## config.mk

```make
export PLATFORM = sky130hd
export DESIGN_NAME = alu_result_buffer_flat
export DESIGN_NICKNAME = d
export VERILOG_FILES = /design/src/rtl/alu_result_buffer_if.sv /design/src/rtl/alu_result_buffer.sv /design/src/flat_wrapper.sv
export SDC_FILE = /design/constraint.sdc
export NUM_CORES = 1
export LEC_CHECK = 0
export CORE_MARGIN = 2
export CORE_UTILIZATION = 40
export DETAILED_ROUTE_END_ITERATION = 10
export PLACE_DENSITY = 0.65
export SETUP_SLACK_MARGIN = 0.1
export SLEW_MARGIN = 25
export SYNTH_ARGS = -nofsm -noshare
export SYNTH_HDL_FRONTEND = slang
export SYNTH_SLANG_ARGS = --single-unit
```

## constraint.sdc

```tcl
create_clock -name clk -period 5.7 [get_ports clk]
set_input_delay 0.855 -clock clk [delete_from_list [all_inputs] [get_ports clk]]
set_output_delay 0.855 -clock clk [all_outputs]
set_load 0.1 [all_outputs]
```

## src/rtl/alu_result_buffer_if.sv

```systemverilog
// Handshake and data bundle between the ALU, the result buffer and its consumer.
// The buffer takes the slave modport; the ALU/consumer side takes the master modport.
interface alu_result_buffer_if #(
   parameter int unsigned BUS_WIDTH = 8,
   parameter int unsigned DEPTH     = 4
);
   localparam int unsigned CW = $clog2(DEPTH) + 1;

   logic                 in_valid;
   logic                 in_ready;
   logic [BUS_WIDTH-1:0] y;
   logic [3:0]           opcode;
   logic                 carry_out;
   logic                 borrow_out;
   logic                 zero;
   logic                 parity;
   logic                 invalid_op;
   logic                 out_valid;
   logic                 out_ready;
   logic [BUS_WIDTH-1:0] out_y;
   logic [3:0]           out_opcode;
   logic [3:0]           out_flags;
   logic [CW-1:0]        count;
   logic [7:0]           drop_count;

   modport master (
      output in_valid, y, opcode, carry_out, borrow_out, zero, parity, invalid_op, out_ready,
      input  in_ready, out_valid, out_y, out_opcode, out_flags, count, drop_count
   );

   modport slave (
      input  in_valid, y, opcode, carry_out, borrow_out, zero, parity, invalid_op, out_ready,
      output in_ready, out_valid, out_y, out_opcode, out_flags, count, drop_count
   );
endinterface

```

## src/rtl/alu_result_buffer.sv

```systemverilog
// First-word-fall-through FIFO for ALU results with flags and opcode tag;
// beats flagged invalid_op are consumed and counted (saturating) instead of stored.
module alu_result_buffer #(
   parameter int unsigned BUS_WIDTH = 8,
   parameter int unsigned DEPTH     = 4
) (
   input logic                clk,
   input logic                rst_n,
   input logic                clr,
   alu_result_buffer_if.slave bus
);
   localparam int unsigned AW = $clog2(DEPTH);
   localparam int unsigned PW = AW + 1;
   localparam int unsigned EW = BUS_WIDTH + 8;

   logic [DEPTH-1:0][EW-1:0] mem;
   logic [PW-1:0]            wr_ptr;
   logic [PW-1:0]            rd_ptr;
   logic [PW-1:0]            count_q;
   logic [7:0]               drop_q;

   logic          full;
   logic          push;
   logic          push_store;
   logic          push_drop;
   logic          pop;
   logic [AW-1:0] wr_addr;
   logic [AW-1:0] rd_addr;
   logic [EW-1:0] wr_entry;
   logic [EW-1:0] head;

   assign wr_addr  = wr_ptr[AW-1:0];
   assign rd_addr  = rd_ptr[AW-1:0];
   assign full     = (wr_addr == rd_addr) && (wr_ptr[AW] != rd_ptr[AW]);

   assign push       = bus.in_valid && !full;
   assign push_store = push && !bus.invalid_op;
   assign push_drop  = push && bus.invalid_op;
   assign pop        = (count_q != '0) && bus.out_ready;

   assign wr_entry = {bus.y, bus.opcode, bus.carry_out, bus.borrow_out, bus.zero, bus.parity};
   assign head     = mem[rd_addr];

   always_ff @(posedge clk or negedge rst_n) begin
      if (!rst_n) begin
         mem     <= '0;
         wr_ptr  <= '0;
         rd_ptr  <= '0;
         count_q <= '0;
         drop_q  <= '0;
      end else if (clr) begin
         // storage is intentionally left untouched by a flush
         wr_ptr  <= '0;
         rd_ptr  <= '0;
         count_q <= '0;
         drop_q  <= '0;
      end else begin
         if (push_store) begin
            mem[wr_addr] <= wr_entry;
            wr_ptr       <= wr_ptr + PW'(1);
         end
         if (push_drop && (drop_q != '1)) begin
            drop_q <= drop_q + 8'd1;
         end
         if (pop) begin
            rd_ptr <= rd_ptr + PW'(1);
         end
         case ({push_store, pop})
            2'b10:   count_q <= count_q + PW'(1);
            2'b01:   count_q <= count_q - PW'(1);
            default: count_q <= count_q;
         endcase
      end
   end

   assign bus.in_ready   = !full;
   assign bus.out_valid  = (count_q != '0);
   assign bus.out_y      = head[EW-1:8];
   assign bus.out_opcode = head[7:4];
   assign bus.out_flags  = head[3:0];
   assign bus.count      = count_q;
   assign bus.drop_count = drop_q;
endmodule

```

## src/flat_wrapper.sv

```systemverilog
// flat-port wrapper written by rule: the top's interface ports become plain ports
module alu_result_buffer_flat 
#(
   parameter int unsigned BUS_WIDTH = 8,
   parameter int unsigned DEPTH     = 4
)
  (clk, rst_n, clr, bus_in_valid, bus_y, bus_opcode, bus_carry_out, bus_borrow_out, bus_zero, bus_parity, bus_invalid_op, bus_out_ready, bus_in_ready, bus_out_valid, bus_out_y, bus_out_opcode, bus_out_flags, bus_count, bus_drop_count);
  alu_result_buffer_if #(.BUS_WIDTH(BUS_WIDTH), .DEPTH(DEPTH)) bus_i ();
  input logic clk;
  input logic rst_n;
  input logic clr;
  input wire logic [$bits(bus_i.in_valid)-1:0] bus_in_valid;
  input wire logic [$bits(bus_i.y)-1:0] bus_y;
  input wire logic [$bits(bus_i.opcode)-1:0] bus_opcode;
  input wire logic [$bits(bus_i.carry_out)-1:0] bus_carry_out;
  input wire logic [$bits(bus_i.borrow_out)-1:0] bus_borrow_out;
  input wire logic [$bits(bus_i.zero)-1:0] bus_zero;
  input wire logic [$bits(bus_i.parity)-1:0] bus_parity;
  input wire logic [$bits(bus_i.invalid_op)-1:0] bus_invalid_op;
  input wire logic [$bits(bus_i.out_ready)-1:0] bus_out_ready;
  output wire logic [$bits(bus_i.in_ready)-1:0] bus_in_ready;
  output wire logic [$bits(bus_i.out_valid)-1:0] bus_out_valid;
  output wire logic [$bits(bus_i.out_y)-1:0] bus_out_y;
  output wire logic [$bits(bus_i.out_opcode)-1:0] bus_out_opcode;
  output wire logic [$bits(bus_i.out_flags)-1:0] bus_out_flags;
  output wire logic [$bits(bus_i.count)-1:0] bus_count;
  output wire logic [$bits(bus_i.drop_count)-1:0] bus_drop_count;
  assign bus_i.in_valid = bus_in_valid;
  assign bus_i.y = bus_y;
  assign bus_i.opcode = bus_opcode;
  assign bus_i.carry_out = bus_carry_out;
  assign bus_i.borrow_out = bus_borrow_out;
  assign bus_i.zero = bus_zero;
  assign bus_i.parity = bus_parity;
  assign bus_i.invalid_op = bus_invalid_op;
  assign bus_i.out_ready = bus_out_ready;
  assign bus_in_ready = bus_i.in_ready;
  assign bus_out_valid = bus_i.out_valid;
  assign bus_out_y = bus_i.out_y;
  assign bus_out_opcode = bus_i.out_opcode;
  assign bus_out_flags = bus_i.out_flags;
  assign bus_count = bus_i.count;
  assign bus_drop_count = bus_i.drop_count;
  alu_result_buffer #(.BUS_WIDTH(BUS_WIDTH), .DEPTH(DEPTH)) u_core (.clk(clk), .rst_n(rst_n), .clr(clr), .bus(bus_i));
endmodule
```

==> results_dict.tcl <==
set metrics [dict create \
    dpl.hpwl_um 4960 \
    postRouteAntennaNets 0 \
    final_common_cell "dfrtp_1" \
    cts_tree "done" \
    nets 350 \
    hp-start "u_core.mem[33]" \
    num-fill-cells 854 \
    leakagePower_nw 2.10 \
    grt.met1_usage 0.214 \
    p_per_area_mw_per_mm2 459 \
    port_buffers 50 \
    worstPathRequired_ns 4.85 \
    start_util 0.411 \
    drv_slew 0 \
    antenna_found_initial 0 \
    fin_crit_ns 3.99 \
    wire_per_inst_um 16.7 \
    cts_sinks 81 \
    holdPathStages 1 \
    grt_pass1_wl_um 12900 \
    endpoint_kind "output port" \
    instances_no_fill 459 \
    syn_nets 301 \
    yosysSeqAreaShare 0.504 \
    arrival_ns 3.14 \
    cts_resized 0 \
    clock_path_buffers 2 \
    min_path_type "flip-flop to flip-flop" \
    dpl_cell_area_mm2 0.00457 \
    first_global_vias 2507 \
    pin_count 51 \
    die-area_mm2 0.0109 \
    syn_area_mm2 0.00402 \
    place_inst 443 \
    cts_buffers 9 \
    drt-initial-drc-count 111 \
    outcome "completed" \
    rsz0062_at_grt "false" \
    avgViaCountPerCell 5.14 \
    clkSlewWorstSetupHoldPaths_ns 0.08 \
    mostFrequentLayoutCells "dfrtp_1, clkdlybuf4s50_1, mux2_4" \
    crit_type "flip-flop to output port" \
    grt_overflow 0 \
    worstMarginPinSlew_ns 0.977 \
    gp_congestion 0.779 \
    use_met2 0.226 \
    drv_cap 0 \
    setup_viol 0 \
    ys_ff_latch 81 \
    grtUsageMet3 0.0288 \
    reg2reg_to "u_core.mem[49]" \
    busiest_layer "met2" \
    slew_headroom 0.347 \
    wirelength_um 7650 \
    syn_inst 272 \
    reg2reg_slack_ns 2.87 \
    tns_ns 0 \
    fin_skew_ns 0.00728 \
    post_cts_buffers 0 \
    cp-start-kind "flip-flop" \
    rr_worst_depth 4 \
    die_h_um 104 \
    cts_root_buf "clkbuf_8" \
    num_vias 2358 \
    final_cell_area_mm2 0.00484 \
    period_share 0.700 \
    die_x_um 104 \
    syn2layout_area_growth_pct 20.4 \
    htreeDepth 3 \
    grt_use_total 0.150 \
    max_freq_mhz 251 \
    syn_avg_cell_area_um2 14.8 \
    drtPass1Iterations 4 \
    ir_worst_vdd_uv 507 \
    postCtsHoldBufs 0 \
    grt_max_degree 82 \
    worst_hold_path.endpoint "u_core.mem[33]" \
    finalHoldViolCount 0 \
    ys_types 43 \
    path_max_fanout 15 \
    drcViolationCount 0 \
    antenna_cells 0 \
    rows 36 \
    r2r_start "u_core.rd_ptr[0]" \
    clock_latency_ns 0.33 \
    whs_ns 0.483 \
    coreArea_mm2 0.00977 \
    drive_gt1_frac 0.239 \
    synth_warnings 0 \
]
## cell usage after synthesis (all sizes together)
cell type	count	area [um^2]
xor2	4	35.0
a21oi	10	50.1
o41ai	1	8.76
a31o	1	8.76
mux4	16	360
nor2	8	30.0
clkbuf	2	7.51
o2111ai	3	26.3
and3	4	40.0
nand3	4	20.0
mux2i	1	10.0
dfrtp	81	2030
fa	1	20.0
o31a	1	8.76
inv	7	26.3
nor3b	1	7.51
nand2	12	45.0
o31ai	3	22.5
xnor2	6	52.6
mux2	65	845
nand3b	1	7.51
o21ai	4	20.0
nand4	1	6.26
ha	6	75.1
or3	4	25.0
a311oi	1	8.76
o311ai	2	25.0
nor2b	2	12.5
a31oi	1	6.26
nor3	2	15.0
or4	3	22.5
buf	12	125
o311a	1	10.0
nand4b	1	8.76
## per-layer routing
| layer | vias to the layer above | routed length, um |
|---|---|---|
| met3 | 6 | 246 |
| li1 | 1103 | - |
| met4 | 0 | 82 |
| met2 | 39 | 3530 |
| met5 | - | 0 |
| met1 | 1210 | 3790 |
## sequential cells by signal, indices dropped and copies added, names as in the netlist
name,flops
u_core.bus.count,3
u_core.rd_ptr,3
u_core.mem,64
u_core.bus.drop_count,8
u_core.wr_ptr,3
## kinds of logic (layout without fill, tap and decap cells)
| group | Yosys count | in the layout | share of synthesized area |
|---|---|---|---|
| AO/OA/AOI/OAI | 28 | 28 | 0.0486 |
| AND/OR/NAND/NOR | 43 | 43 | 0.0598 |
| flip-flops | 81 | 81 | 0.504 |
| adder cells (fa/ha/maj) | 7 | 7 | 0.0237 |
| multiplexers | 82 | 82 | 0.302 |
| XOR/XNOR | 10 | 10 | 0.0218 |
| buffers and inverters | 21 | 75 | 0.0395 |
## stage by stage
stage,setup WS [ns],utilization,power (mW)
6_report,1.71,0.495,2.22
3_5_place_dp,2.01,0.468,1.71
5_1_grt,1.38,0.495,2.32
2_1_floorplan,2.81,-,1.50
4_1_cts,1.63,0.495,2.24
3_3_place_gp,2.06,0.468,1.70
## power breakdown
group | switching (mW) | internal, mW | total [mW] | leakage [nW]
combinational | 0.640 | 0.309 | 0.949 | 0.901
clock | 0.203 | 0.327 | 0.531 | 0.129
sequential | 0.0766 | 0.666 | 0.743 | 1.07
## worst max path at each step
| stage | startpoint | to | cells after the start |
|---|---|---|---|
| 6_report | u_core.rd_ptr[0] | bus_in_ready | 4 |
| 5_1_grt | u_core.rd_ptr[0] | bus_in_ready | 4 |
| 4_1_cts | u_core.rd_ptr[0] | bus_in_ready | 4 |
| 3_5_place_dp | u_core.rd_ptr[0] | bus_in_ready | 4 |
| 3_3_place_gp | u_core.rd_ptr[0] | bus_in_ready | 4 |
| 2_1_floorplan | u_core.bus.count[0] | u_core.bus.count[2] | 7 |
## worst max-delay path: stages (launching register included)
cell and delay (ns):
dfrtp_1 0.94, xor2_1 0.23, nor3_1 0.54, inv_1 0.10
clkdlybuf4s50_1 0.98
## final cells by class
class                   count  area (um^2)  share of cell area
flip-flops and latches     81         2030               0.419
clock inverters             4         97.6              0.0202
well taps                 133          166              0.0344
multi-input cells         170         1840               0.380
repair buffers             52          517               0.107
inverters                   7         26.3             0.00543
clock buffers              12          165              0.0341
No activity file was read; power rests on OpenSTA's default activity.
